--- src/rtl/amoa_ctrl_pkg.sv ---
// Shared types and constants for the AMOA column-serial sequencer.
package amoa_ctrl_pkg;
   typedef enum logic [1:0] {
      IDLE  = 2'd0,
      RUN   = 2'd1,
      FLUSH = 2'd2,
      DONE  = 2'd3
   } state_t;

   localparam int FLUSH_CYCLES = 2;
endpackage

--- src/rtl/amoa_err_cnt.sv ---
// Saturating error counter; cleared at operation start, counts flagged advancing cycles.
module amoa_err_cnt #(
   parameter int CNT_W = 8
) (
   input  logic             clk,
   input  logic             rst_n,
   input  logic             clr,
   input  logic             inc,
   output logic [CNT_W-1:0] cnt
);
   localparam logic [CNT_W-1:0] CNT_MAX = {CNT_W{1'b1}};

   logic [CNT_W-1:0] cnt_r;

   // counter register: clear wins over increment, stop at all-ones
   always_ff @(posedge clk or negedge rst_n) begin
      if (!rst_n) begin
         cnt_r <= {CNT_W{1'b0}};
      end else if (clr) begin
         cnt_r <= {CNT_W{1'b0}};
      end else if (inc && (cnt_r != CNT_MAX)) begin
         cnt_r <= cnt_r + CNT_W'(1'b1);
      end else begin
         cnt_r <= cnt_r;
      end
   end

   assign cnt = cnt_r;
endmodule

--- src/rtl/amoa_seq_ctrl.sv ---
// Column-serial control for the ApxRT/EC8 multi-operand adder: feeds columns, chains carries, flushes.
// Optional error accounting (err_cnt, carryin_ec) is built only when AMOA_ERR_CNT_EN is defined.
module amoa_seq_ctrl
   import amoa_ctrl_pkg::*;
#(
   parameter int W     = 8,
   parameter int CNT_W = 8
) (
   input  logic                     clk,
   input  logic                     rst_n,
   input  logic                     start,
   input  logic                     col_valid,
   input  logic [7:0]               col_bits,
   output logic                     col_ready,
   output logic [7:0]               x_bits,
   output logic                     cin1_apxrt,
   output logic                     cin2_apxrt,
   output logic                     cin_ec,
   output logic                     carryin_ec,
   output logic                     stall,
   input  logic                     cout1_apxrt,
   input  logic                     cout2_apxrt,
   input  logic                     error,
   output logic                     busy,
   output logic                     done,
   output logic [$clog2(W+1)-1:0]   col_idx,
   output logic [CNT_W-1:0]         err_cnt
);
   localparam int CW = $clog2(W + 1);

   state_t          state_r;
   state_t          state_nxt_s;
   logic            flush_cnt_r;
   logic [CW-1:0]   col_idx_r;
   logic            cin1_r;
   logic            cin2_r;
   logic            start_s;
   logic            hs_s;
   logic            adv_s;
   logic            last_col_s;
   logic            flush_end_s;

   // "advancing" = any cycle the datapath consumes a column or a flush slot
   assign start_s     = (state_r == IDLE) && start;
   assign hs_s        = (state_r == RUN) && col_valid;
   assign adv_s       = hs_s || (state_r == FLUSH);
   assign last_col_s  = (col_idx_r == CW'(W - 1));
   assign flush_end_s = (flush_cnt_r == 1'(FLUSH_CYCLES - 1));

   // next-state decode
   always_comb begin
      state_nxt_s = state_r;
      case (state_r)
         IDLE:    if (start) state_nxt_s = RUN; else state_nxt_s = IDLE;
         RUN:     if (hs_s && last_col_s) state_nxt_s = FLUSH; else state_nxt_s = RUN;
         FLUSH:   if (flush_end_s) state_nxt_s = DONE; else state_nxt_s = FLUSH;
         DONE:    state_nxt_s = IDLE;
         default: state_nxt_s = IDLE;
      endcase
   end

   // per-state outputs; stall defaults high so the CPA holds unless a column moves
   always_comb begin
      col_ready = 1'b0;
      busy      = 1'b0;
      done      = 1'b0;
      stall     = 1'b1;
      cin_ec    = 1'b0;
      x_bits    = 8'h00;
      case (state_r)
         RUN: begin
            col_ready = 1'b1;
            busy      = 1'b1;
            cin_ec    = (col_idx_r == CW'(0));
            if (col_valid) begin
               x_bits = col_bits;
               stall  = 1'b0;
            end else begin
               x_bits = 8'h00;
               stall  = 1'b1;
            end
         end
         FLUSH: begin
            busy  = 1'b1;
            stall = 1'b0;
         end
         DONE:    done  = 1'b1;
         IDLE:    stall = 1'b1;
         default: stall = 1'b1;
      endcase
   end

   // state, flush timer, column index and one-cycle carry chaining
   always_ff @(posedge clk or negedge rst_n) begin
      if (!rst_n) begin
         state_r     <= IDLE;
         flush_cnt_r <= 1'b0;
         col_idx_r   <= CW'(0);
         cin1_r      <= 1'b0;
         cin2_r      <= 1'b0;
      end else begin
         state_r     <= state_nxt_s;
         flush_cnt_r <= (state_r == FLUSH) ? flush_cnt_r + 1'b1 : 1'b0;
         if (start_s) begin
            col_idx_r <= CW'(0);
            cin1_r    <= 1'b0;
            cin2_r    <= 1'b0;
         end else begin
            if (hs_s) col_idx_r <= col_idx_r + CW'(1);
            if (adv_s) begin
               cin1_r <= cout1_apxrt;
               cin2_r <= cout2_apxrt;
            end
         end
      end
   end

   assign cin1_apxrt = cin1_r;
   assign cin2_apxrt = cin2_r;
   assign col_idx    = col_idx_r;

`ifdef AMOA_ERR_CNT_EN
   logic carry_ec_r;

   // EC8 carry-in follows the previous advancing cycle's error flag
   always_ff @(posedge clk or negedge rst_n) begin
      if (!rst_n) begin
         carry_ec_r <= 1'b0;
      end else if (start_s) begin
         carry_ec_r <= 1'b0;
      end else if (adv_s) begin
         carry_ec_r <= error;
      end else begin
         carry_ec_r <= carry_ec_r;
      end
   end

   amoa_err_cnt #(.CNT_W(CNT_W)) u_err_cnt (
      .clk   (clk),
      .rst_n (rst_n),
      .clr   (start_s),
      .inc   (adv_s && error),
      .cnt   (err_cnt)
   );

   assign carryin_ec = carry_ec_r;
`else
   logic unused_error_s;
   assign unused_error_s = error;
   assign carryin_ec     = 1'b0;
   assign err_cnt        = {CNT_W{1'b0}};
`endif
endmodule

--- config.mk ---
export PLATFORM = sky130hd
export DESIGN_NAME = amoa_seq_ctrl
export DESIGN_NICKNAME = d
export VERILOG_FILES = /design/src/rtl/amoa_ctrl_pkg.sv /design/src/rtl/amoa_err_cnt.sv /design/src/rtl/amoa_seq_ctrl.sv
export SDC_FILE = /design/constraint.sdc
export NUM_CORES = 1
export LEC_CHECK = 0
export CORE_AREA = 2 2 45 47
export DETAILED_ROUTE_END_ITERATION = 12
export DIE_AREA = 0 0 47 49
export PLACE_DENSITY = 0.88
export RECOVER_POWER = 25
export SETUP_SLACK_MARGIN = 0.5
export SLEW_MARGIN = 10
export SYNTH_ARGS = -nofsm -noshare
export SYNTH_HDL_FRONTEND = slang
export SYNTH_HIERARCHICAL = 1
export SYNTH_SLANG_ARGS = --single-unit
--- constraint.sdc ---
create_clock -name clk -period 2.4 [get_ports clk]
set_input_delay 0.48 -clock clk [delete_from_list [all_inputs] [get_ports clk]]
set_output_delay 0.48 -clock clk [all_outputs]
set_load 0.03 [all_outputs]
Yosys cells after proc, flatten, opt, wreduce, memory -nomap -nowiden
Index checks and enable logic that the tools add are counted.
Word-level totals
  bits in registers: 9
  input bits: 15
  logic and storage cells: 39
Operators by class
  reduce and logical (&&, ||, !) cells: 9
  muxes and demuxes: 19
  add/sub/neg operators: 2
  equal/unequal tests: 4
Operators by type and width (number)
  $mux 8: 2
  $mux 1: 12
  $mux 4: 2
  $pmux 2 s4: 1
  $add 4x1->4 const B: 1
  $eq 2x2->1 const B: 2
  $eq 4x3->1 const B: 1
  $logic_not 4->1: 1
  $reduce_bool 2->1: 2
  $logic_and 1x1->1: 3
  $eq 2x1->1 const B: 1
  $logic_not 2->1: 1
  $mux 2: 1
  $pmux 1 s2: 1
  $reduce_or 2->1: 1
  $add 1x1->1 const B: 1
  $logic_or 1x1->1: 1

Longest topological paths before layout
Gate-level depths: netlist of the first run.
  depth in word-level cells: 5
  depth in mapped cells: 5
  mapped depth without buffers: 5

Worst setup path after synthesis of the first run
OpenSTA, ideal clock, no wires.
  path type: register to output
  start point: register (tool-made name)
  end point: output port cin_ec
  setup slack: -0.035 ns
  required time: 1.920 ns
  stages on the path, launching flop included: 6
  data arrival time: 1.955 ns
  buffers on the path: 1
  path through: dfrtp_1 > inv_1 > ha_1 > clkbuf_1 > nand2_1 > nor3_1
RTL lines
  to (decl): line amoa_seq_ctrl.sv:18  | output logic cin_ec,

==> results.json, run 1 <==
{
  "io_buffers": 32,
  "hold-path-cell-count": 1,
  "cts_buffer_depth": 2,
  "start_util_pct": 34.7,
  "p_sw_mw": 0.530,
  "fmax_mhz": 529,
  "finalSetupViolations": 0,
  "synthFlopType": "dfrtp_1",
  "max_cap_violations": 0,
  "fillCellCount": 171,
  "grt_overflow": 0,
  "viasPerCell": 4.65,
  "crit_family": "flip-flops",
  "min_period_over_period_pct": 78.8,
  "cp.buffers_inverters": 3,
  "crit_required_ns": 1.92,
  "hp-start": "flush_cnt_r",
  "ys_warn_count": 6,
  "grt_pass1_wl_mm": 2.28,
  "grt_max_degree": 16,
  "cp.arrival_ns": 1.41,
  "pwr-share-comb_pct": 64.5,
  "power.internal_mw": 0.554,
  "cts_hold_buf": 0,
  "firstDrtPassIters": 4,
  "finalCriticalPeriod_ns": 1.89,
  "synth_area_leaders": "dfrtp_1 (35%), ha_1 (14%), buf_4 (11%)",
  "ys_seq_elements": 9,
  "synth-async-reset-ratio_pct": 100,
  "powerDensity_mw_per_mm2": 1070,
  "reg2reg_to": "col_idx[3]",
  "crit_fanout": 10,
  "holdPathEnd": "flush_cnt_r",
  "syn_inst": 71,
  "skew_ns": 0.00624,
  "cp-end-kind": "output port",
  "r2r_cells": 7,
  "slowest_delay_ns": 0.41,
  "drv_slew": 0,
  "gp_congestion": 0.761,
  "path_class": "flip-flop to output port",
  "core_sq_mm": 0.00184,
  "rsz0062_at_grt": "yes",
  "power_frac_seq_pct": 24.5,
  "htreeDepth": 1,
  "diodes": 0,
  "ff2ff_setup_slack_ns": 0.80,
  "drt_iter0_markers": 9,
  "synth_edf_count": 0,
  "crit_chain": "inv_2 > ha_4 > buf_8 > mux2i_4 > buf_6",
  "crit_slowest_cell": "dfrtp_1",
  "clk_latency_ns": 0.26,
  "dr_total_vias": 618,
  "die_w_microns": 47,
  "drive_gt1_share_pct": 21.7,
  "dieArea_sq_mm": 0.00230,
  "grt_pass1_vias": 553,
  "die_h_microns": 49,
  "ant_nets": 0,
  "syn_area_sq_um": 639,
  "grtUsageTotal_pct": 13.8,
  "cts_tree": "done",
  "cp_num_cells": 5,
  "status": "finished, final reports clean",
  "nets": 129,
  "placed_cells": 127,
  "wire_per_inst_microns": 11.9,
  "final_core_util_pct": 54.8,
  "stdcell_count": 133,
  "hpwlAfterDp_mm": 1.22,
  "num_io_pins": 43,
  "cts.sinks": 9,
  "cts_root_buf": "clkbuf_4",
  "path_clk_slew_ns": 0.07,
  "synth_common_cells": "buf_4 (9), dfrtp_1 (9), and3_1 (8), ha_1 (7), inv_1 (5)",
  "synth_top_cell_area_share_pct": 35.2,
  "ys_types": 23,
  "synth_top_area_cell": "dfrtp_1",
  "switching_share_pct": 48.9,
  "synth-seq-area-share_pct": 35.2,
  "synth.avg_cell_area_sq_um": 9.01,
  "drt_wl_total_mm": 1.58,
  "area_growth_pct": 57.7,
  "fp-row-count": 16,
  "antenna_found_initial": 0,
  "numCtsBuffers": 3,
  "start_kind": "flip-flop",
  "tns_ns": 0,
  "holdCritPathClass": "flip-flop to flip-flop",
  "hold_viol_final": 0,
  "clkPwrFrac_pct": 11.1,
  "drc": 0,
  "power.leakage_nw": 0.526,
  "peakVddDrop_uv": 456
}
[metrics by stage]
step           hold WS (ns)  total power, mW  area, sq um  setup slack, ns
6_report              0.444             1.08         1010            0.510
4_1_cts               0.445             1.06          986            0.346
3_3_place_gp          0.419            0.933          966            0.304
5_1_grt               0.462             1.16         1010            0.482
3_5_place_dp          0.417            0.958          966            0.259
2_1_floorplan         0.184            0.727          707            0.567
[power groups by stage]
| stage | Combinational, mW | Sequential [mW] | Clock, mW |
|---|---|---|---|
| after floorplan | 0.393 | 0.334 | 0 |
| after global placement | 0.673 | 0.260 | 0 |
| after detailed placement | 0.692 | 0.266 | 0 |
| after CTS | 0.673 | 0.264 | 0.125 |
| after global routing | 0.754 | 0.276 | 0.130 |
| final | 0.699 | 0.265 | 0.120 |
[metal layers]
| layer | track usage, % | vias to the layer above | wire [microns] |
|---|---|---|---|
| li1 | - | 290 | - |
| met1 | 13.4 | 291 | 603 |
| met2 | 25.3 | 35 | 801 |
| met3 | 2.96 | 2 | 169 |
| met4 | 6.94 | 0 | 6 |
| met5 | 0 | - | 0 |
[worst max-delay path by stage]
| stage | start | to | slack [ns] |
|---|---|---|---|
| floorplan | flip-flop | cin_ec | 0.57 |
| global placement | col_valid | x_bits[1] | 0.30 |
| detailed placement | col_valid | x_bits[7] | 0.26 |
| CTS | col_idx[0] | cin_ec | 0.35 |
| global route | flip-flop | stall | 0.48 |
| finish | flip-flop | stall | 0.51 |
[kinds of logic after synthesis]
| logic type | share of synthesized area (%) |
|---|---|
| XOR/XNOR | 2.74 |
| other | 0.587 |
| adder cells (fa/ha/maj) | 13.7 |
| flip-flops | 35.2 |
| multiplexers | 4.70 |
| buffers and inverters | 15.3 |
| AND/OR/NAND/NOR | 21.1 |
| AO/OA/AOI/OAI | 6.65 |
[final cells by class]
cell class,count,area [sq um],share of cell area [%]
well taps,27,33.8,3.35
inverters,5,18.8,1.86
repair buffers,35,320,31.8
clock buffers,4,26.3,2.61
flip-flops and latches,9,226,22.5
multi-input cells,53,383,38.0
[cells in the final DEF (no fill, tap or decap)]
cell type and count:
a21oi_1 4, a221oi_1 1, and2_1 1, and3_1 8, buf_2 1, buf_4 11
buf_6 1, buf_8 1, clkbuf_1 1, clkbuf_4 3, clkdlybuf4s50_1 14, conb_1 9
dfrtp_1 8, dfrtp_2 1, dlygate4sd2_1 5, dlygate4sd3_1 1, dlymetal6s2s_1 1, ha_1 6
ha_4 1, inv_1 4, inv_2 1, mux2i_1 2, mux2i_4 1, nand2_1 3
nand2_2 1, nand3_1 4, nand4b_1 1, nor2_1 4, nor2b_1 1, nor3_4 1
o21ai_0 1, o32ai_1 1, or3_1 1, xnor2_1 1, xor2_1 1
[timing repair]
| action | CTS | global route |
|---|---|---|
| buffers inserted | 0 | 2 |
| setup endpoints to repair | 15 | 12 |
| cloned | 0 | 0 |
| gates resized for setup | 10 | 12 |
Note: power is estimated with default switching activity, not from simulation.
==> run 2: changes to the inputs <==
--- a/config.mk
+++ b/config.mk
@@ -5,10 +5,10 @@
 export SDC_FILE = /design/constraint.sdc
 export NUM_CORES = 1
 export LEC_CHECK = 0
-export CORE_AREA = 2 2 45 47
+export CORE_AREA = 2 2 49 51
 export DETAILED_ROUTE_END_ITERATION = 12
-export DIE_AREA = 0 0 47 49
-export PLACE_DENSITY = 0.88
+export DIE_AREA = 0 0 51 53
+export PLACE_DENSITY = 0.79
 export RECOVER_POWER = 25
 export SETUP_SLACK_MARGIN = 0.5
 export SLEW_MARGIN = 10
==> constraint.sdc (replaced) <==
create_clock -name clk -period 1.5 [get_ports clk]
set_input_delay 0.3 -clock clk [delete_from_list [all_inputs] [get_ports clk]]
set_output_delay 0.3 -clock clk [all_outputs]
set_load 0.03 [all_outputs]
==> results.json, run 2 (same netlist as run 1, synthesis figures left out) <==
{
  "status": "finished, violations left",
  "violations": "negative setup slack",
  "die_h_microns": 53,
  "io_buffers": 32,
  "num_io_pins": 43,
  "holdWs_ns": 0.400,
  "grtUsageTotal_pct": 14.9,
  "post-place-ws_ns": -0.0874,
  "dr_total_vias": 699,
  "firstDrtPassIters": 4,
  "die_w_microns": 51,
  "power_frac_seq_pct": 17.8,
  "skew_ns": 0.0180,
  "dieArea_sq_mm": 0.00270,
  "viasPerCell": 4.60,
  "cp.arrival_ns": 1.43,
  "power.leakage_nw": 0.629,
  "cp-end-kind": "output port",
  "hold_viol_final": 0,
  "drt_iter0_markers": 4,
  "cts_buffer_depth": 2,
  "final_cell_mix": "buf_6 (25), buf_4 (15), clkdlybuf4s50_1 (12), conb_1 (9)",
  "drc": 0,
  "fmax_mhz": 579,
  "finalSetupViolations": 20,
  "clkPwrFrac_pct": 8.5,
  "gp_congestion": 0.800,
  "area_growth_pct": 113,
  "drt_wl_total_mm": 1.95,
  "grt_overflow": 0,
  "cts_hold_buf": 0,
  "final_area_sq_mm": 0.00136,
  "clk_latency_ns": 0.27,
  "cts_root_buf": "clkbuf_4",
  "numCtsBuffers": 3,
  "grt_max_degree": 10,
  "drv_slew": 0,
  "powerDensity_mw_per_mm2": 1690,
  "power.internal_mw": 1.27,
  "fp-row-count": 17,
  "drive_gt1_share_pct": 62.9,
  "crit_fanout": 7,
  "place_area_sq_mm": 0.00104,
  "htreeDepth": 1,
  "finalCriticalPeriod_ns": 1.73,
  "diodes": 0,
  "path_class": "flip-flop to output port",
  "crit_required_ns": 1.20,
  "grt_pass1_vias": 637,
  "wire_per_inst_microns": 12.8,
  "antenna_found_initial": 0,
  "start_kind": "flip-flop",
  "grt_pass1_wl_mm": 2.96,
  "start_util_pct": 29.8,
  "rsz0062_at_grt": "yes",
  "min_period_over_period_pct": 115,
  "p_sw_mw": 1.03,
  "final_common_cell": "buf_6",
  "p_total_mw": 2.30,
  "cts.sinks": 9,
  "path_clk_slew_ns": 0.07,
  "max_cap_violations": 0,
  "pwr-share-comb_pct": 73.7,
  "holdCritPathClass": "primary input to async pin",
  "cts_tree": "done",
  "core_sq_mm": 0.00215,
  "ant_nets": 0,
  "peakVddDrop_uv": 949,
  "hpwlAfterDp_mm": 1.22,
  "nets": 147,
  "setup_slack_ns": -0.227,
  "switching_share_pct": 45.0,
  "final_core_util_pct": 63.5
}
-- run 2: cell count changes in the layout (fill, tap and decap cells not counted), moves of 3 or more --
cell and delta:
ha_4 +4, buf_6 +24, ha_1 -4, a21oi_1 -3
dfrtp_2 +4, dfrtp_1 -4, dlygate4sd2_1 -5, buf_4 +4
and3_4 +4, and3_2 +4, and3_1 -8
-- run 2: through the flow --
stage	setup TNS, ns	cells
after floorplan	-0.0867	79
after global placement	-0.608	134
after detailed placement	-0.410	134
after CTS	-1.91	146
after global routing	-4.00	152
final	-2.53	152
-- run 2: final cells by class --
cell class | count | area, sq um
flip-flops and latches | 9 | 231
clock buffers | 4 | 26.3
fillers | 173 | 785
well taps | 28 | 35.0
multi-input cells | 53 | 528
repair buffers | 53 | 524
inverters | 5 | 18.8
-- run 2: final timing paths --
path	start	slack, ns	cells past startpoint	endpoint
hold / removal	rst_n	0.40	1	col_idx[3]
max in group asynchronous	rst_n	0.75	1	state_r[0]
setup reg to reg	flip-flop	-0.15	8	col_idx[3]
hold reg to reg	flush_cnt_r	0.45	1	flush_cnt_r
min in group clk	flush_cnt_r	0.45	1	flush_cnt_r
setup / recovery	flip-flop	-0.23	5	x_bits[3]
-- run 2: repair_timing --
action                                  CTS  global route
setup buffers                             8             6
endpoints found under the setup margin   28            28
endpoints found under the hold margin     0             0
pin swaps                                10             4
resized for setup                        76             9
-- run 2: power by group through the flow --
stage	Combinational [mW]	Clock, mW	Sequential (mW)
2_1_floorplan	0.701	0	0.558
3_3_place_gp	1.19	0	0.418
3_5_place_dp	1.21	0	0.424
4_1_cts	1.61	0.199	0.411
5_1_grt	1.80	0.224	0.420
6_report	1.70	0.196	0.409
-- run 2: per-layer routing --
layer / global-route usage, % / vias up / wire length (microns)
met2: 26.6 / 41 / 1000
met1: 15.8 / 323 / 697
li1: - / 329 / -
met4: 5.41 / 0 / 53
met5: 0 / - / 0
met3: 5.93 / 6 / 194
-- run 2: critical path, cell delays in order, from the launching register on --
cell     delay, ns
dfrtp_1       0.40
inv_2         0.09
ha_4          0.21
buf_6         0.14
and3_4        0.18
buf_6         0.13
==> run 3: changes to the inputs <==
--- a/config.mk
+++ b/config.mk
@@ -5,6 +5,7 @@
 export SDC_FILE = /design/constraint.sdc
 export NUM_CORES = 1
 export LEC_CHECK = 0
+export CAP_MARGIN = 10
 export CORE_AREA = 2 2 49 51
 export DETAILED_ROUTE_END_ITERATION = 12
 export DIE_AREA = 0 0 51 53
==> results of run 3 <==
Final layout, timing and power as in run 2 (identical DEF).
